**src/rtl/ps2_key_decoder.sv**
```systemverilog
// PS/2 set-2 scan-code parser: turns make/break byte sequences into held-key levels
// and first-press action pulses for the game control logic.
module ps2_key_decoder #(
  parameter int TIMEOUT_CYCLES = 1000000,
  parameter int TO_W           = 20
) (
  input  logic       clk,
  input  logic       rstn,
  input  logic [7:0] scan_code,
  input  logic       scan_valid,
  output logic       ctrl_up,
  output logic       ctrl_down,
  output logic       ctrl_left,
  output logic       ctrl_right,
  output logic       shooting,
  output logic       enter,
  output logic       bomb
);

  typedef enum logic [1:0] {
    IDLE      = 2'd0,
    BREAK     = 2'd1,
    EXT       = 2'd2,
    EXT_BREAK = 2'd3
  } state_t;

  localparam int K_UP    = 0;
  localparam int K_DOWN  = 1;
  localparam int K_LEFT  = 2;
  localparam int K_RIGHT = 3;
  localparam int K_Z     = 4;
  localparam int K_ENTER = 5;
  localparam int K_X     = 6;

  localparam logic [TO_W-1:0] TO_LAST = TO_W'(TIMEOUT_CYCLES - 1);

  state_t          state_r;
  logic [TO_W-1:0] to_cnt_r;
  logic [6:0]      held_r;
  logic [6:0]      held_nxt_s;
  logic [6:0]      key_s;
  logic            ignore_s;
  logic            is_e0_s;
  logic            is_f0_s;
  logic            make_s;
  logic            brk_s;
  logic            ext_s;
  logic            enter_pulse_s;
  logic            bomb_pulse_s;

  // Classify the incoming byte: line-noise/controller bytes and the two prefixes.
  always_comb begin
    is_e0_s = (scan_code == 8'hE0);
    is_f0_s = (scan_code == 8'hF0);
    case (scan_code)
      8'h00, 8'hAA, 8'hEE, 8'hFA, 8'hFE, 8'hFF: ignore_s = scan_valid;
      default:                                  ignore_s = 1'b0;
    endcase
  end

  // A non-prefix byte completes the pending sequence as a make or a break.
  always_comb begin
    make_s = 1'b0;
    brk_s  = 1'b0;
    ext_s  = 1'b0;
    if (scan_valid && !ignore_s && !is_e0_s && !is_f0_s) begin
      case (state_r)
        IDLE:      make_s = 1'b1;
        EXT:       begin make_s = 1'b1; ext_s = 1'b1; end
        BREAK:     brk_s  = 1'b1;
        EXT_BREAK: begin brk_s = 1'b1; ext_s = 1'b1; end
        default:   make_s = 1'b0;
      endcase
    end else begin
      make_s = 1'b0;
    end
  end

  // Map the completed code to a key; arrows need E0, Enter must not have it.
  always_comb begin
    key_s = 7'b000_0000;
    case (scan_code)
      8'h75:   key_s[K_UP]    = ext_s;
      8'h72:   key_s[K_DOWN]  = ext_s;
      8'h6B:   key_s[K_LEFT]  = ext_s;
      8'h74:   key_s[K_RIGHT] = ext_s;
      8'h1A:   key_s[K_Z]     = 1'b1;
      8'h22:   key_s[K_X]     = 1'b1;
      8'h5A:   key_s[K_ENTER] = ~ext_s;
      default: key_s          = 7'b000_0000;
    endcase
  end

  // Next held-key state and first-press pulses (typematic repeats see the key already held).
  always_comb begin
    if (make_s) begin
      held_nxt_s = held_r | key_s;
    end else if (brk_s) begin
      held_nxt_s = held_r & ~key_s;
    end else begin
      held_nxt_s = held_r;
    end
    enter_pulse_s = make_s & key_s[K_ENTER] & ~held_r[K_ENTER];
    bomb_pulse_s  = make_s & key_s[K_X] & ~held_r[K_X];
  end

  // Parser FSM, stale-prefix timeout, held-key registers and registered outputs.
  always_ff @(posedge clk or negedge rstn) begin
    if (!rstn) begin
      state_r    <= IDLE;
      to_cnt_r   <= '0;
      held_r     <= 7'b000_0000;
      ctrl_up    <= 1'b0;
      ctrl_down  <= 1'b0;
      ctrl_left  <= 1'b0;
      ctrl_right <= 1'b0;
      shooting   <= 1'b0;
      enter      <= 1'b0;
      bomb       <= 1'b0;
    end else begin
      held_r     <= held_nxt_s;
      ctrl_up    <= held_nxt_s[K_UP] & ~held_nxt_s[K_DOWN];
      ctrl_down  <= held_nxt_s[K_DOWN] & ~held_nxt_s[K_UP];
      ctrl_left  <= held_nxt_s[K_LEFT] & ~held_nxt_s[K_RIGHT];
      ctrl_right <= held_nxt_s[K_RIGHT] & ~held_nxt_s[K_LEFT];
      shooting   <= held_nxt_s[K_Z];
      enter      <= enter_pulse_s;
      bomb       <= bomb_pulse_s;

      if (scan_valid) begin
        to_cnt_r <= '0;
        if (ignore_s) begin
          state_r <= IDLE;
        end else begin
          case (state_r)
            IDLE:      state_r <= is_f0_s ? BREAK : (is_e0_s ? EXT : IDLE);
            EXT:       state_r <= is_f0_s ? EXT_BREAK : (is_e0_s ? EXT : IDLE);
            BREAK:     state_r <= is_e0_s ? EXT_BREAK : (is_f0_s ? BREAK : IDLE);
            EXT_BREAK: state_r <= (is_e0_s || is_f0_s) ? EXT_BREAK : IDLE;
            default:   state_r <= IDLE;
          endcase
        end
      end else if (state_r != IDLE) begin
        if (to_cnt_r == TO_LAST) begin
          state_r  <= IDLE;
          to_cnt_r <= '0;
        end else begin
          state_r  <= state_r;
          to_cnt_r <= to_cnt_r + {{(TO_W-1){1'b0}}, 1'b1};
        end
      end else begin
        state_r  <= IDLE;
        to_cnt_r <= '0;
      end
    end
  end

endmodule

```
**config.mk**
```make
export PLATFORM = sky130hd
export DESIGN_NAME = ps2_key_decoder
export DESIGN_NICKNAME = d
export VERILOG_FILES = /design/src/rtl/ps2_key_decoder.sv
export SDC_FILE = /design/constraint.sdc
export NUM_CORES = 1
export LEC_CHECK = 0
export ABC_AREA = 1
export CORE_MARGIN = 2
export CORE_UTILIZATION = 33
export CTS_BUF_LIST = sky130_fd_sc_hd__clkbuf_4 sky130_fd_sc_hd__clkbuf_8
export CTS_CLUSTER_SIZE = 12
export DETAILED_ROUTE_END_ITERATION = 10
export PLACE_DENSITY = 0.49
export SLEW_MARGIN = 20
export SYNTH_ARGS = -nofsm -noshare
export SYNTH_HDL_FRONTEND = slang
export SYNTH_SLANG_ARGS = --single-unit
export TNS_END_PERCENT = 20
```
**constraint.sdc**
```tcl
create_clock -name clk -period 2 [get_ports clk]
set_input_delay 0.6 -clock clk [delete_from_list [all_inputs] [get_ports clk]]
set_output_delay 0.6 -clock clk [all_outputs]
set_load 0.005 [all_outputs]
```
==> flow_metrics.tcl <==
set metrics [dict create \
    outcome "finished clean" \
    power.combinational.fraction_pct 7.2 \
    detailedRoute.firstPassIterationCount 7 \
    clock_tree.buffer_depth 2 \
    placement_rows 27 \
    slew_viol_final 0 \
    vias_in_the_first_global_route 1397 \
    grt.total_usage_pct 13.4 \
    io_pins 18 \
    internal_power_uw 1030 \
    setup_slack_placement_ns -0.273 \
    cp_cell_sequence "clkdlybuf4s50_1" \
    setup_slack_of_the_critical_path_after_layout_ns 0.285 \
    stdcell_count 350 \
    drt_wl_total_mm 3.82 \
    die_y_um 78.6 \
    die_w_um 78.6 \
    critical_path.startpoint_type "flip-flop" \
    clkSlewWorstSetupHoldPaths_ns 0.06 \
    critPathTopFamily "buffers and inverters" \
    timing.max_slew.rel_slack_pct 74.4 \
    postCtsSetupBuffers 0 \
    power_per_cell_area_mw_per_mm2 557 \
    antenna_cells 0 \
    post-synth-top-area-cell "dfrtp_1" \
    gp_congestion 0.772 \
    route.detailed.wl_per_inst_um 10.9 \
    synth_sequential_area_ratio_pct 47.7 \
    yosysWarnings 0 \
    cp_num_buf_inv 1 \
    register_with_the_highest_flop_count "to_cnt_r" \
    tritoncts "yes" \
    timing.setup.critical_path_class "flip-flop to output pin" \
    synth-seq-cells 35 \
    io_buffer_count 17 \
    critical_path_peak_fanout 2 \
    postCtsHoldBufs 0 \
    via_to_cell_ratio 4.44 \
    fp.dieArea_mm2 0.00617 \
    post-route-period-util_pct 85.7 \
    cts_root_buffer "clkbuf_8" \
    worst-endpoint-required_ns 1.40 \
    timing.final.setup_violations 0 \
    grt_antenna_before_repair 0 \
    share_of_the_core_filled_with_cells_pct 43.5 \
    core_area_mm2 0.00544 \
    post_synth_main_area_contributors "dfrtp_1 (48%), nor2_1 (9.8%), nand2_1 (9.4%)" \
    cts_buffers 5 \
    p_leak_uw 0.00117 \
    ir_drop_mv 0.410 \
    worst_setup_path_end_kind "output pin" \
    post_cts.resized_instances 0 \
    largest_register_ff_count 20 \
    grt_setup_unrepaired "no" \
    crit_path_top_delay_cell "clkdlybuf4s50_1" \
    class_of_the_most_critical_hold_timing_path "primary input to asynchronous set/reset pin" \
    yosys.area.top_type_share_pct 47.7 \
    synthesis.area_mm2 0.00184 \
    layout-drive-gt1-share_pct 16.9 \
    clk_latency_ns 0.28 \
    synthesis.instances 238 \
    initial_utilization_pct 33.7 \
    cts-htree-levels 2 \
    power_uw 1320 \
    largest_registers "to_cnt_r x20, held_r x7, state_r x2" \
    skew_ns 0.00431 \
    synth.distinct_cells 24 \
    fmax_mhz 583 \
    worst-slew-pin-transition_ns 0.384 \
    post-place-cells 342 \
    fin_setup_tns_ns 0 \
    clkPwrFrac_pct 38.6 \
    number_of_nets_in_the_final_layout 289 \
    drc 0 \
    grt_first_pass_wirelength_mm 6.47 \
    final.min_clock_period_ns 1.71 \
    grt_overflow 0 \
    arrival_ns 1.11 \
    drt.antenna.violating_nets 0 \
    cap_viol_max_count 0 \
    drtIter0Drc 81 \
    mappedNetlistNets 250 \
    place_hpwl_mm 2.85 \
    final_hold_vios 0 \
    clock_sinks 35 \
    via_count 1554 \
    area.growth.synth_to_final_pct 29.0 \
    slowest_delay_ns 0.50 \
    postSynthAreaPerCell_um2 7.71 \
    net-switching-power_uw 291 \
    p_seq_share_pct 54.2 \
    netSwitchingFraction_pct 22.1 \
    maximum_number_of_pins_on_one_net_before_global_route_repair 21 \
]
==> power groups by stage <==
| stage | Clock (uW) | Combinational, uW | Sequential [uW] |
|---|---|---|---|
| finish | 509 | 95.4 | 715 |
| floorplan | 0 | 27.0 | 728 |
| global placement | 0 | 94.3 | 728 |
| CTS | 534 | 94.1 | 715 |
| detailed placement | 0 | 93.7 | 728 |
| global route | 561 | 108 | 715 |
==> synth_stat cells, drive strengths merged <==
cell,count
nand2,48
nor2,55
nand3,14
xor2,4
nor3b,2
a211oi,1
dfrtp,35
nor4b,1
nor3,9
a21oi,7
ha,1
xnor2,5
inv,30
or2,2
nor4,3
nand4,7
buf,2
o21ai,12
==> cell usage in the layout, fill, tap and decap left out <==
master,instances
nand4_1,7
clkinv_2,1
nor3b_2,1
nand3_1,11
dlymetal6s2s_1,8
inv_1,30
nor4_1,3
nor2_2,6
a211oi_1,1
xor2_1,4
nand3_2,3
clkbuf_4,2
a21oi_1,7
nor3_2,3
buf_2,1
clkdlybuf4s50_1,8
nand2_2,3
dfrtp_1,35
nor2_1,46
or2_2,2
o21ai_0,7
nor3_1,6
clkbuf_8,5
nand2_1,45
o21ai_1,5
buf_12,1
nor3b_1,1
buf_4,16
nor2_4,3
ha_1,1
nor4b_1,1
xnor2_1,5
==> path summary, 6_finish.rpt <==
path	cells past startpoint	slack, ns	startpoint	endpoint
setup / recovery	1	0.29	held_r[4]	shooting
hold / removal	1	0.23	rstn	to_cnt_r[17]
setup reg to reg	7	0.39	to_cnt_r[0]	state_r[0]
hold reg to reg	1	0.42	held_r[5]	enter
max in group asynchronous	2	1.34	rstn	held_r[6]
min in group clk	1	0.42	held_r[5]	enter
==> cell type report <==
cell class	count	area, um2
Inverter	30	113
Tap cell	72	90.1
Sequential cell	35	876
Clock inverter	1	5.00
Clock buffer	7	83.8
Fill cell	568	3070
Multi-Input combinational cell	171	875
Timing Repair Buffer	34	325
==> cells by family after synthesis <==
family          count (synthesis)  share of synthesized area (%)
xor+xnor                        9                           4.29
compound gates                 20                           5.59
buf+inv                        32                           6.68
simple gates                  141                           35.0
fa+ha+maj                       1                          0.682
flops                          35                           47.7
==> layer usage <==
layer	GRT usage (%)	share of wire [%]	vias to the layer above
met3	3.79	2.9	4
met4	4.21	1.3	0
met2	18.5	43	14
met5	0	0	-
met1	20.0	53	699
li1	-	-	837
==> through the flow <==
stage / hold slack (ns) / area [um2]
after floorplan: 0.304 / 1840
after global routing: 0.259 / 2370
after detailed placement: 0.409 / 2220
after CTS: 0.241 / 2310
final: 0.234 / 2370
after global placement: 0.411 / 2220
Note: power is estimated with default switching activity, not from simulation.
